File: src/rtl/sobel_frame_ctrl_if.sv
// Handshake/status bundle between a frame source and sobel_frame_ctrl.
// Optional statistics signals exist only when SOBEL_FRAME_CTRL_STATS_EN is defined.
interface sobel_frame_ctrl_if #(
  parameter int CW = 10
);
  logic          start;
  logic [CW-1:0] cfg_cols;
  logic [CW-1:0] cfg_rows;
  logic          in_valid;
  logic          in_ready;
  logic          shift_en;
  logic [CW-1:0] col;
  logic [CW-1:0] row;
  logic          on_edge;
  logic          out_valid;
  logic          busy;
  logic          frame_done;
  logic          cfg_err;
`ifdef SOBEL_FRAME_CTRL_STATS_EN
  logic [15:0]   frame_count;
  logic [15:0]   stall_count;

  modport master (
    output start, cfg_cols, cfg_rows, in_valid,
    input  in_ready, shift_en, col, row, on_edge, out_valid,
    input  busy, frame_done, cfg_err, frame_count, stall_count
  );
  modport slave (
    input  start, cfg_cols, cfg_rows, in_valid,
    output in_ready, shift_en, col, row, on_edge, out_valid,
    output busy, frame_done, cfg_err, frame_count, stall_count
  );
`else
  modport master (
    output start, cfg_cols, cfg_rows, in_valid,
    input  in_ready, shift_en, col, row, on_edge, out_valid,
    input  busy, frame_done, cfg_err
  );
  modport slave (
    input  start, cfg_cols, cfg_rows, in_valid,
    output in_ready, shift_en, col, row, on_edge, out_valid,
    output busy, frame_done, cfg_err
  );
`endif
endinterface

File: src/rtl/sobel_frame_ctrl.sv
// Frame sequencer for a 3x3 Sobel core: accepts windows in raster order,
// tracks col/row, flags border pixels and mirrors the core's 2-stage latency.
// Optional macro SOBEL_FRAME_CTRL_STATS_EN adds frame_count / stall_count.
module sobel_frame_ctrl #(
  parameter int CW = 10
) (
  input  logic              clock,
  input  logic              reset_n,
  sobel_frame_ctrl_if.slave bus
);

  localparam logic [1:0] S_IDLE  = 2'd0;
  localparam logic [1:0] S_RUN   = 2'd1;
  localparam logic [1:0] S_DRAIN = 2'd2;

  localparam logic [CW-1:0] MIN_DIM = CW'(3);
  localparam logic [CW-1:0] ONE     = CW'(1);

  logic [1:0]    state_q, state_d;
  logic [CW-1:0] cols_q, cols_d;
  logic [CW-1:0] rows_q, rows_d;
  logic [CW-1:0] col_q, col_d;
  logic [CW-1:0] row_q, row_d;
  logic          on_edge_q, on_edge_d;
  logic          v1_q, out_valid_q;
  logic          frame_done_q, frame_done_d;
  logic          cfg_err_q, cfg_err_d;

  logic accept, last_col, last_row, cfg_ok, start_ok;

  assign cfg_ok   = (bus.cfg_cols >= MIN_DIM) && (bus.cfg_rows >= MIN_DIM);
  assign start_ok = (state_q == S_IDLE) && bus.start && cfg_ok;
  assign accept   = bus.in_valid && (state_q == S_RUN);
  assign last_col = (col_q == (cols_q - ONE));
  assign last_row = (row_q == (rows_q - ONE));

  // Border flag is captured from the coordinate being accepted and held between accepts.
  assign on_edge_d = accept ? ((col_q == '0) || last_col || (row_q == '0) || last_row)
                            : on_edge_q;

  // Next-state logic: start/config in IDLE, raster advance in RUN, pipeline flush in DRAIN.
  always_comb begin
    state_d      = state_q;
    cols_d       = cols_q;
    rows_d       = rows_q;
    col_d        = col_q;
    row_d        = row_q;
    frame_done_d = 1'b0;
    cfg_err_d    = 1'b0;
    case (state_q)
      S_IDLE: begin
        if (bus.start) begin
          if (cfg_ok) begin
            cols_d  = bus.cfg_cols;
            rows_d  = bus.cfg_rows;
            col_d   = '0;
            row_d   = '0;
            state_d = S_RUN;
          end else begin
            cfg_err_d = 1'b1;
          end
        end
      end
      S_RUN: begin
        if (accept) begin
          if (last_col) begin
            if (last_row) begin
              // Final pixel: coordinates freeze at (cols-1, rows-1).
              state_d = S_DRAIN;
            end else begin
              col_d = '0;
              row_d = row_q + ONE;
            end
          end else begin
            col_d = col_q + ONE;
          end
        end
      end
      S_DRAIN: begin
        // No accepts happen here, so once v1 is empty both stages are empty
        // after this edge; frame_done lands right after the last out_valid.
        if (!v1_q) begin
          frame_done_d = 1'b1;
          state_d      = S_IDLE;
        end
      end
      default: state_d = S_IDLE;
    endcase
  end

  // Control state, latched configuration, coordinates and status pulses.
  always_ff @(posedge clock or negedge reset_n) begin
    if (!reset_n) begin
      state_q      <= S_IDLE;
      cols_q       <= '0;
      rows_q       <= '0;
      col_q        <= '0;
      row_q        <= '0;
      on_edge_q    <= 1'b0;
      frame_done_q <= 1'b0;
      cfg_err_q    <= 1'b0;
    end else begin
      state_q      <= state_d;
      cols_q       <= cols_d;
      rows_q       <= rows_d;
      col_q        <= col_d;
      row_q        <= row_d;
      on_edge_q    <= on_edge_d;
      frame_done_q <= frame_done_d;
      cfg_err_q    <= cfg_err_d;
    end
  end

  // Valid pipeline matching the Sobel core's two register stages.
  always_ff @(posedge clock or negedge reset_n) begin
    if (!reset_n) begin
      v1_q        <= 1'b0;
      out_valid_q <= 1'b0;
    end else begin
      v1_q        <= accept;
      out_valid_q <= v1_q;
    end
  end

  assign bus.in_ready   = (state_q == S_RUN);
  assign bus.shift_en   = accept;
  assign bus.col        = col_q;
  assign bus.row        = row_q;
  assign bus.on_edge    = on_edge_q;
  assign bus.out_valid  = out_valid_q;
  assign bus.busy       = (state_q == S_RUN) || (state_q == S_DRAIN);
  assign bus.frame_done = frame_done_q;
  assign bus.cfg_err    = cfg_err_q;

`ifdef SOBEL_FRAME_CTRL_STATS_EN
  logic [15:0] frame_count_q;
  logic [15:0] stall_count_q;

  // Frame counter wraps; stall counter saturates and restarts with each accepted frame.
  always_ff @(posedge clock or negedge reset_n) begin
    if (!reset_n) begin
      frame_count_q <= '0;
      stall_count_q <= '0;
    end else begin
      if (frame_done_d) begin
        frame_count_q <= frame_count_q + 16'd1;
      end
      if (start_ok) begin
        stall_count_q <= '0;
      end else if ((state_q == S_RUN) && !bus.in_valid && (stall_count_q != 16'hFFFF)) begin
        stall_count_q <= stall_count_q + 16'd1;
      end
    end
  end

  assign bus.frame_count = frame_count_q;
  assign bus.stall_count = stall_count_q;
`else
  logic unused_start_ok;
  assign unused_start_ok = start_ok;
`endif

endmodule

File: src/flat_wrapper.sv
// flat-port wrapper written by rule: the top's interface ports become plain ports
module sobel_frame_ctrl_flat 
#(
  parameter int CW = 10
)
  (clock, reset_n, bus_start, bus_cfg_cols, bus_cfg_rows, bus_in_valid, bus_in_ready, bus_shift_en, bus_col, bus_row, bus_on_edge, bus_out_valid, bus_busy, bus_frame_done, bus_cfg_err);
  sobel_frame_ctrl_if #(.CW(CW)) bus_i ();
  input  logic clock;
  input  logic reset_n;
  input wire logic [$bits(bus_i.start)-1:0] bus_start;
  input wire logic [$bits(bus_i.cfg_cols)-1:0] bus_cfg_cols;
  input wire logic [$bits(bus_i.cfg_rows)-1:0] bus_cfg_rows;
  input wire logic [$bits(bus_i.in_valid)-1:0] bus_in_valid;
  output wire logic [$bits(bus_i.in_ready)-1:0] bus_in_ready;
  output wire logic [$bits(bus_i.shift_en)-1:0] bus_shift_en;
  output wire logic [$bits(bus_i.col)-1:0] bus_col;
  output wire logic [$bits(bus_i.row)-1:0] bus_row;
  output wire logic [$bits(bus_i.on_edge)-1:0] bus_on_edge;
  output wire logic [$bits(bus_i.out_valid)-1:0] bus_out_valid;
  output wire logic [$bits(bus_i.busy)-1:0] bus_busy;
  output wire logic [$bits(bus_i.frame_done)-1:0] bus_frame_done;
  output wire logic [$bits(bus_i.cfg_err)-1:0] bus_cfg_err;
  assign bus_i.start = bus_start;
  assign bus_i.cfg_cols = bus_cfg_cols;
  assign bus_i.cfg_rows = bus_cfg_rows;
  assign bus_i.in_valid = bus_in_valid;
  assign bus_in_ready = bus_i.in_ready;
  assign bus_shift_en = bus_i.shift_en;
  assign bus_col = bus_i.col;
  assign bus_row = bus_i.row;
  assign bus_on_edge = bus_i.on_edge;
  assign bus_out_valid = bus_i.out_valid;
  assign bus_busy = bus_i.busy;
  assign bus_frame_done = bus_i.frame_done;
  assign bus_cfg_err = bus_i.cfg_err;
  sobel_frame_ctrl #(.CW(CW)) u_core (.clock(clock), .reset_n(reset_n), .bus(bus_i));
endmodule
File: config.mk
export PLATFORM = sky130hd
export DESIGN_NAME = sobel_frame_ctrl_flat
export DESIGN_NICKNAME = d
export VERILOG_FILES = /design/src/rtl/sobel_frame_ctrl_if.sv /design/src/rtl/sobel_frame_ctrl.sv /design/src/flat_wrapper.sv
export SDC_FILE = /design/constraint.sdc
export NUM_CORES = 1
export LEC_CHECK = 0
export ABC_AREA = 1
export ABC_CLOCK_PERIOD_IN_PS = 2000
export CAP_MARGIN = 20
export CORE_ASPECT_RATIO = 0.9
export CORE_UTILIZATION = 50
export DETAILED_ROUTE_END_ITERATION = 8
export GPL_ROUTABILITY_DRIVEN = 1
export GPL_TIMING_DRIVEN = 1
export PLACE_DENSITY_LB_ADDON = 0.25
export SYNTH_ARGS = -nofsm -noshare
export SYNTH_HDL_FRONTEND = slang
export SYNTH_SLANG_ARGS = --single-unit
File: constraint.sdc
create_clock -name clock -period 2 [get_ports clock]
set_input_delay 0.3 -clock clock [delete_from_list [all_inputs] [get_ports clock]]
set_output_delay 0.3 -clock clock [all_outputs]
set_load 0.02 [all_outputs]
Word level (Yosys, flattened, before mapping)
Cells that the tools add are included.

Eq/ne operators: 12. $lt $le $gt $ge: 2. Add/subtract/negate cells: 4. Muxes and demuxes: 22. Reductions and logical operators: 14.

Operator list (number): $mux 10 (8); $pmux 10 s2 (2); $add 10x1->10 const B (2); $eq 10x10->1 (2); $ge 10x2->1 const B (2); $logic_not 10->1 (2); $sub 10x1->10 const B (2); $mux 2 (6); $reduce_and 6->1 (2); $ne 2x1->1 const B (4); $ne 2x2->1 const B (3); $pmux 2 s3 (1); $mux 1 (5); $reduce_and 5->1 (1); $logic_or 1x1->1 (4); $ne 3x3->1 const B (1); $reduce_and 3->1 (1); $eq 2x1->1 const B (1); $eq 2x2->1 const B (1); $logic_and 1x1->1 (2); $logic_not 2->1 (1); $reduce_bool 2->1 (1).

Output and inout port bits: 27. Logic and storage cells: 64. Input port bits: 24. Flip-flop bits (word level): 47.

Longest topological paths before layout
Gate-level depths: netlist of run 1.

Depth after elaboration: 6. Mapped depth: 15. Mapped depth without buffers: 15.

Least setup slack after synthesis of run 1
No wires, ideal clock.

Path type: register to register. Start point: reg u_core.state_q[1]. End point: reg u_core.col_q[0] (netlist: u_core.bus.col[0]). Arrival: 1.875 ns. Required time: 1.882 ns. Path buffers: 1. Clock period less this slack: 1.993 ns. Cell stages (with the launch flop): 10. Library setup time: 0.118 ns. Slack: 0.007 ns. Cell sequence: dfrtp_1 -> inv_1 -> ha_1 -> clkinv_1 -> or2_2 -> nand4_1 -> inv_1 -> buf_1 -> nand3_1 -> nand2_1.

Longest elaborated chain between the ends: 4. Elaborated cells on any way between the ends: 10. Those cells by class: eq/ne (5); mux (1); reduce/logical (4).

Ends and longest elaborated chain: start, declared (line sobel_frame_ctrl.sv:19) `logic [1:0] state_q, state_d;`; start signal, assigned (line sobel_frame_ctrl.sv:103) `state_q <= state_d;`; $eq 2x1->1 *; named net bus_in_ready (line flat_wrapper.sv:14) `output wire logic [$bits(bus_i.in_ready)-1:0] bus_in_ready;`; $logic_and 1x1->1 (line sobel_frame_ctrl.sv:33) `assign accept = bus.in_valid && (state_q == S_RUN);`; $ne 2x1->1 (no source line); $reduce_and 5->1 (no source line); end signal, assigned (line sobel_frame_ctrl.sv:106) `col_q <= col_d;`; end, declared (line sobel_frame_ctrl.sv:22) `logic [CW-1:0] col_q, col_d;`.

The timed path passes the listed nets; every way through them passes the cells marked *. A chain may end at the register's enable or synchronous reset.

Worst setup path after layout of run 1
Start point: reg u_core.cols_q[1]. End point: reg u_core.row_q[5] (netlist: u_core.bus.row[5]).

Longest elaborated chain between the ends: 4.

Ends and longest elaborated chain: start, declared (line sobel_frame_ctrl.sv:20) `logic [CW-1:0] cols_q, cols_d;`; start signal, assigned (line sobel_frame_ctrl.sv:104) `cols_q <= cols_d;`; $sub 10x1->10 (line sobel_frame_ctrl.sv:34) `assign last_col = (col_q == (cols_q - ONE));`; $eq 10x10->1 (line sobel_frame_ctrl.sv:34); $ne 2x1->1 (no source line); $reduce_and 6->1 (no source line); end signal, assigned (line sobel_frame_ctrl.sv:107) `row_q <= row_d;`; end, declared (line sobel_frame_ctrl.sv:23) `logic [CW-1:0] row_q, row_d;`.

Every way passes these cells.

==> results of run 1 <==
==> flip-flops by register name (all words and copies together) (netlist names) <==
name	count
u_core.bus.row	10
u_core.bus.frame_done	1
u_core.rows_q	10
u_core.v1_q	1
u_core.bus.col	10
u_core.state_q	2
u_core.bus.on_edge	1
u_core.bus.out_valid	1
u_core.bus.cfg_err	1
u_core.cols_q	10
==> critical path, stage by stage (launching register included) <==
cell and delay (ps):
dfrtp_1 370, inv_2 60, ha_4 260, xor2_1 170
nand2_1 100, nor2_1 110, nand2_1 90, nor2_4 120
nand3_4 120, a21oi_4 180, buf_12 140, buf_8 120
nand3_1 60, nand2_1 70
==> per-stage QoR <==
step           instance area, µm²  utilization  setup WS, ps  power, µW
2_1_floorplan                3380            -          6.70       3510
3_3_place_gp                 4210        0.642         -8.00       4370
3_5_place_dp                 4210        0.642         -57.8       4430
4_1_cts                      4390        0.670         -12.3       5160
5_1_grt                      4500        0.687          -161       5850
6_report                     4500        0.687         -30.0       5400
==> cells in the mapped netlist (2+ instances only) <==
| cell type | count | share of area |
|---|---|---|
| buf_2 | 5 | 0.0074 |
| inv_2 | 6 | 0.0067 |
| nand2_2 | 4 | 0.0074 |
| nand2_4 | 2 | 0.0067 |
| inv_1 | 53 | 0.059 |
| clkbuf_1 | 3 | 0.0033 |
| xnor2_1 | 8 | 0.021 |
| nand2_1 | 158 | 0.18 |
| or2_2 | 2 | 0.0037 |
| nand3_1 | 49 | 0.073 |
| nand3_4 | 2 | 0.010 |
| o21ai_0 | 18 | 0.027 |
| nor3_1 | 7 | 0.010 |
| nand4_1 | 9 | 0.017 |
| nor2_4 | 3 | 0.010 |
| nor4_1 | 2 | 0.0037 |
| a21oi_1 | 2 | 0.0030 |
| mux2_2 | 7 | 0.023 |
| xor2_1 | 14 | 0.036 |
| nor2_2 | 10 | 0.019 |
| dfrtp_1 | 47 | 0.35 |
| ha_1 | 9 | 0.033 |
| nor2_1 | 58 | 0.064 |
==> metal layers <==
metal  GRT usage  vias up
met5           0        -
met4      0.0677        0
met3      0.0414       10
met2       0.415      104
met1       0.375     1660
li1            -     1724
==> path summary, 6_finish.rpt <==
| path | startpoint | to | slack, ps |
|---|---|---|---|
| min in group clock | u_core.v1_q | u_core.bus.out_valid | 420 |
| worst max-delay path | u_core.cols_q[1] | u_core.bus.row[5] | -30 |
| max in group asynchronous | reset_n | u_core.cols_q[9] | 1090 |
| worst max register to register | u_core.cols_q[1] | u_core.bus.row[5] | -30 |
| worst min-delay path | reset_n | u_core.bus.on_edge | 420 |
| worst min register to register | u_core.v1_q | u_core.bus.out_valid | 420 |
==> timing repair <==
action | 4_1_cts | 5_1_grt
setup endpoints to repair | 23 | 25
hold endpoints to repair | 10 | 0
resized for setup | 10 | 17
gates cloned | 2 | 1
hold buffers | 1 | 0
pin swaps | 6 | 6
setup buffers | 3 | 2
==> layout make-up <==
cell class              instances  area, µm²  area share
multi-input cells             375       2050       0.456
clock inverters                 1       8.76     0.00195
clock buffers                   7       86.3      0.0192
well taps                      90        113      0.0250
inverters                      60        225      0.0501
flip-flops and latches         47       1180       0.262
repair buffers                 90        838       0.186
==> power by group through the flow <==
stage / sequential [µW] / clock (µW) / combinational, µW
CTS: 1580 / 618 / 2950
global route: 1650 / 662 / 3540
detailed placement: 1590 / 0 / 2840
global placement: 1590 / 0 / 2770
floorplan: 1570 / 0 / 1940
finish: 1600 / 611 / 3190
==> kinds of logic (layout without fill, tap and decap cells) <==
group                      Yosys count  count (layout)
buffers and inverters               70             158
muxes                                7               7
adders and majority gates            9               9
xor gates and xnor gates            22              22
DFF                                 47              47
AOI/OAI and AO/OA                   24              24
and+or+nand+nor                    310             313
==> metrics.md, run 1 <==
| Metric | Value |
|---|---|
| Compound-Gate Fraction of Synth Area | 0.0426 |
| Actual slew at the worst max-slew pin | 344 ps |
| Site row count | 28 |
| Tcrit/Tclk final | 1.02 |
| Largest net degree at the start of global routing | 25 |
| Setup tns final | -188 ps |
| Peak supply drop | 839 µV |
| # diodes | 0 |
| Slew margin rel. | 0.770 |
| Max_cap viols | 0 |
| Final net count | 612 |
| CP required | 2260 ps |
| Mapped cell area | 3380 µm² |
| Die height | 80.0 µm |
| Commonest non-fill, non-tap cell in the layout | nand2_1 |
| Largest family of logic cells by synthesized area | simple AND/OR/NAND/NOR gates |
| I/O pins | 51 |
| Mapped Cells | 489 |
| CP Class | reg -> reg |
| Grt ovf | 0 |
| Worst-skew pair later-pin latency | between 300 and 400 ps |
| Most frequent cells in the layout | 158 x nand2_1, 56 x nor2_1, 50 x inv_1 |
| Pint | 2840 µW |
| GRT Resource Usage Total | 0.264 |
| Post-route DRC violation count | 0 |
| Metal2 WL | 4130 µm |
| Cell Pwr Density | 1200 nW/µm² |
| Drt first pass iters | 4 |
| ANT nets after route | 0 |
| Arr. time, crit path | ~2300 ps |
| Ys Warns | 0 |
| Die X | slightly below 90 µm |
| Final HPWL DP | between 6000 and 7000 µm |
| Met1 Routed Length | about 4300 µm |
| WHS | approximately 420 ps |
| Initial core utilization | 0.516 |
| Initial antenna violation count | 0 |
| Vias in the first global route | ~3200 |
| Clock buffer count from CTS | 5 |
| Sw Share | 0.474 |
| RSZ-0062 raised after global routing | yes |
| Final WS setup | -30.0 ps |
| Failing checks | setup timing |
| Drt via density | 5.22 |
| Finished Layout Cells | 670 |
| Number of flops mapped to enable cells by yosys | 0 |
| Via count | 3498 |
| Fraction of registers with async set/reset | 1.00 |
| Filler instances | between 500 and 600 |
| Number of synthesized register bits | 47 |
| Max Clock Freq | 493 MHz |
| Global-route wire length before repair | 14500 µm |
| GPL Wtd Cong | 0.864 |
| Mux share of post-synthesis cell area | 0.0233 |
| Post-synthesis sequential area ratio | 0.348 |
| Net count after synthesis | 522 |
| Unique masters post-synth | 34 |
| P_sw | 2560 µW |
| Adder-Cell Fraction of Synth Area | 0.0333 |
| Hold WC Path Type | in -> async |
| Final Hold Fails | 0 |
| Primary FF master, synth | dfrtp_1 |
| Lkg Pwr | 0.00221 µW |
| Mapped Avg Cell Area | about 6.9 µm² |
| Reg power frac | 0.296 |
| Max Fanout on Critical Path | 7 |
| Drt initial violations | 210 |
| Root Driver | clkbuf_8 |
| Met3 wire len | around 480 µm |
| WL/cell | 13.5 µm |
| Synth Area in XOR/XNOR | 0.0570 |
| Clock power frac | 0.113 |
| CTS tree | done |
| Clock slew at reported path FFs | 90 ps |
| Clock Skew | 12.6 ps |
| IO Port Bufs | 50 |
| Minimum clock period | 2030 ps |
| Core area | 6550 µm² |
| Synth Area in Simple Gates | 0.415 |
| Top Layer Used | met4 |
| Max-slew violation count | 0 |
| Status | finished with violations |
| Combinational share of power | 0.591 |
| Share of cells above drive strength 1 | 0.178 |
| Clock Sinks | 47 |
| R2R cell count | 13 |
| # setup viols final | 10 |
| Cells after DPL | 653 |
| Drt total wl | ~9000 µm |
| Synthesis-to-layout area growth | 33.1% |
| H-tree levels | 2 |
| Clock Path Buffers | 2 |
| DIE AREA | 7090 µm² |
| Crit. End Element | register |
| Startpoint types | register |
No activity file was read; power rests on OpenSTA's default activity.
==> run 2, diff against run 1 <==
--- a/config.mk
+++ b/config.mk
@@ -6,10 +6,10 @@
 export NUM_CORES = 1
 export LEC_CHECK = 0
 export ABC_AREA = 1
-export ABC_CLOCK_PERIOD_IN_PS = 2000
+export ABC_CLOCK_PERIOD_IN_PS = 2500
 export CAP_MARGIN = 20
 export CORE_ASPECT_RATIO = 0.9
-export CORE_UTILIZATION = 50
+export CORE_UTILIZATION = 59
 export DETAILED_ROUTE_END_ITERATION = 8
 export GPL_ROUTABILITY_DRIVEN = 1
 export GPL_TIMING_DRIVEN = 1
==> constraint.sdc (replaced) <==
create_clock -name clock -period 2.5 [get_ports clock]
set_input_delay 0.375 -clock clock [delete_from_list [all_inputs] [get_ports clock]]
set_output_delay 0.375 -clock clock [all_outputs]
set_load 0.02 [all_outputs]
==> metrics.md, run 2 (synthesized netlist as in run 1, its figures left out) <==
| Metric | Value |
|---|---|
| Drt first pass iters | 4 |
| Design Area, Final | 4090 µm² |
| Clock buffer count from CTS | 5 |
| Placement Cell Area | 3970 µm² |
| Clock power frac | 0.145 |
| Actual slew at the worst max-slew pin | 415 ps |
| Filler instances | 410 |
| Root Driver | clkbuf_8 |
| H-tree levels | 2 |
| M3 GR Usage | 0.0472 |
| Minimum clock period | 2250 ps |
| # setup viols final | 0 |
| Post-route DRC violation count | 0 |
| Arr. time, crit path | approximately 1900 ps |
| Lkg Pwr | between 0.002 and 0.0025 µW |
| Clock slew at reported path FFs | roughly 90 ps |
| Initial core utilization | 0.628 |
| Status | finished, final reports clean |
| Reg power frac | 0.318 |
| GR Util met2 | 0.449 |
| Commonest non-fill, non-tap cell in the layout | nand2_1 |
| Synthesis-to-layout area growth | 21.1% |
| Die height | between 70 and 80 µm |
| Slew margin rel. | 0.723 |
| Drt initial violations | 260 |
| Sw Share | 0.473 |
| Largest net degree at the start of global routing | 32 |
| Share of cells above drive strength 1 | 0.106 |
| # diodes | 0 |
| Initial antenna violation count | 0 |
| Final Hold Fails | 0 |
| Global-route wire length before repair | roughly 14000 µm |
| Drt total wl | roughly 8400 µm |
| Post-CTS Resized | 0 |
| Clock Sinks | 47 |
| I/O pins | 51 |
| Drt via density | about 5.5 |
| Tcrit/Tclk final | 0.899 |
| GRT Max-Usage Layer | met2 |
| Worst-skew pair later-pin latency | 300 ps |
| Via count | about 3300 |
| IO Port Bufs | 50 |
| Final net count | 577 |
| Max_cap viols | 0 |
| P_sw | 1910 µW |
| Cell Pwr Density | 986 nW/µm² |
| Post-CTS setup buffers | 0 |
| Startpoint types | register |
| CP required | 2120 ps |
| GRT Resource Usage Total | 0.295 |
| Max Fanout on Critical Path | 4 |
| Crit. End Element | output port |
| DIE AREA | between 6000 and 7000 µm² |
| Clock Skew | 8.96 ps |
| GPL Wtd Cong | 0.947 |
| CTS tree | done |
| Combinational share of power | 0.536 |
| Vias in the first global route | 2971 |
| Max Clock Freq | 445 MHz |
| Most frequent cells in the layout | 158 x nand2_1, 57 x nor2_1, 53 x inv_1 |
| Pint | between 2000 and 2500 µW |
| Die X | 81.8 µm |
| RSZ-0062 raised after global routing | no |
| Setup tns final | 0 ps |
| GR Util met1 | 0.436 |
| Clock Path Buffers | 2 |
| WL/cell | 13.7 µm |
| Core area | 5380 µm² |
| Final HPWL DP | between 6000 and 7000 µm |
| Max-slew violation count | 0 |
| ANT nets after route | 0 |
| Grt ovf | 0 |
| CP Class | reg -> out |
| Hold WC Path Type | reg -> reg |
| Peak supply drop | 653 µV |
| Site row count | 25 |
| Final design utilization | 0.761 |
-- run 2: stage by stage --
stage / hold WS, ps / setup slack [ps] / power [µW] / std cells
2_1_floorplan: 79.4 / 507 / 2810 / 489
3_3_place_gp: 315 / 393 / 3330 / 603
3_5_place_dp: 320 / 291 / 3420 / 603
4_1_cts: 427 / 251 / 4020 / 612
5_1_grt: 443 / 69.5 / 4350 / 612
6_report: 425 / 253 / 4040 / 612
-- run 2: final cells by class --
type | instances | area (µm²) | share of cell area
clock buffers | 6 | 82.6 | 0.0202
clock inverters | 2 | 35.0 | 0.00856
inverters | 60 | 225 | 0.0550
multi-input cells | 372 | 1930 | 0.472
flip-flops and latches | 47 | 1180 | 0.287
well taps | 67 | 83.8 | 0.0205
repair buffers | 58 | 558 | 0.136
-- run 2: per-layer routing --
layer | part of all wire | vias to the layer above
met2 | 0.44 | 121
met1 | 0.49 | 1555
met5 | 0 | -
met3 | 0.065 | 9
li1 | - | 1651
met4 | 0.0087 | 0
-- run 2: timing repair --
action / 4_1_cts / 5_1_grt
hold buffers: 1 / 0
endpoints found under the hold margin: 16 / 0
setup endpoints to repair: 0 / 0
-- run 2: power by group through the flow --
stage	Sequential [µW]	Combinational, µW	Clock [µW]
after global placement	1280	2060	0
after CTS	1280	2160	592
after floorplan	1250	1560	0
after global routing	1320	2420	616
final	1290	2170	586
after detailed placement	1290	2140	0
-- run 2: worst paths after layout --
kind | endpoint | start | cells past startpoint | slack [ps]
worst max-delay path | bus_shift_en | u_core.state_q[1] | 5 | 250
worst min-delay path | u_core.bus.out_valid | u_core.v1_q | 0 | 430
worst max register to register | u_core.bus.row[7] | u_core.cols_q[0] | 13 | 260
worst min register to register | u_core.bus.out_valid | u_core.v1_q | 0 | 430
max in group asynchronous | u_core.bus.col[8] | reset_n | 3 | 1230
min in group asynchronous | u_core.bus.row[1] | reset_n | 2 | 520
-- run 2: worst max-delay path: stages, from the launching register on --
cell and delay (ps):
dfrtp_1 410, inv_1 90, ha_1 220, nand2_1 120, inv_1 120, clkdlybuf4s50_1 610
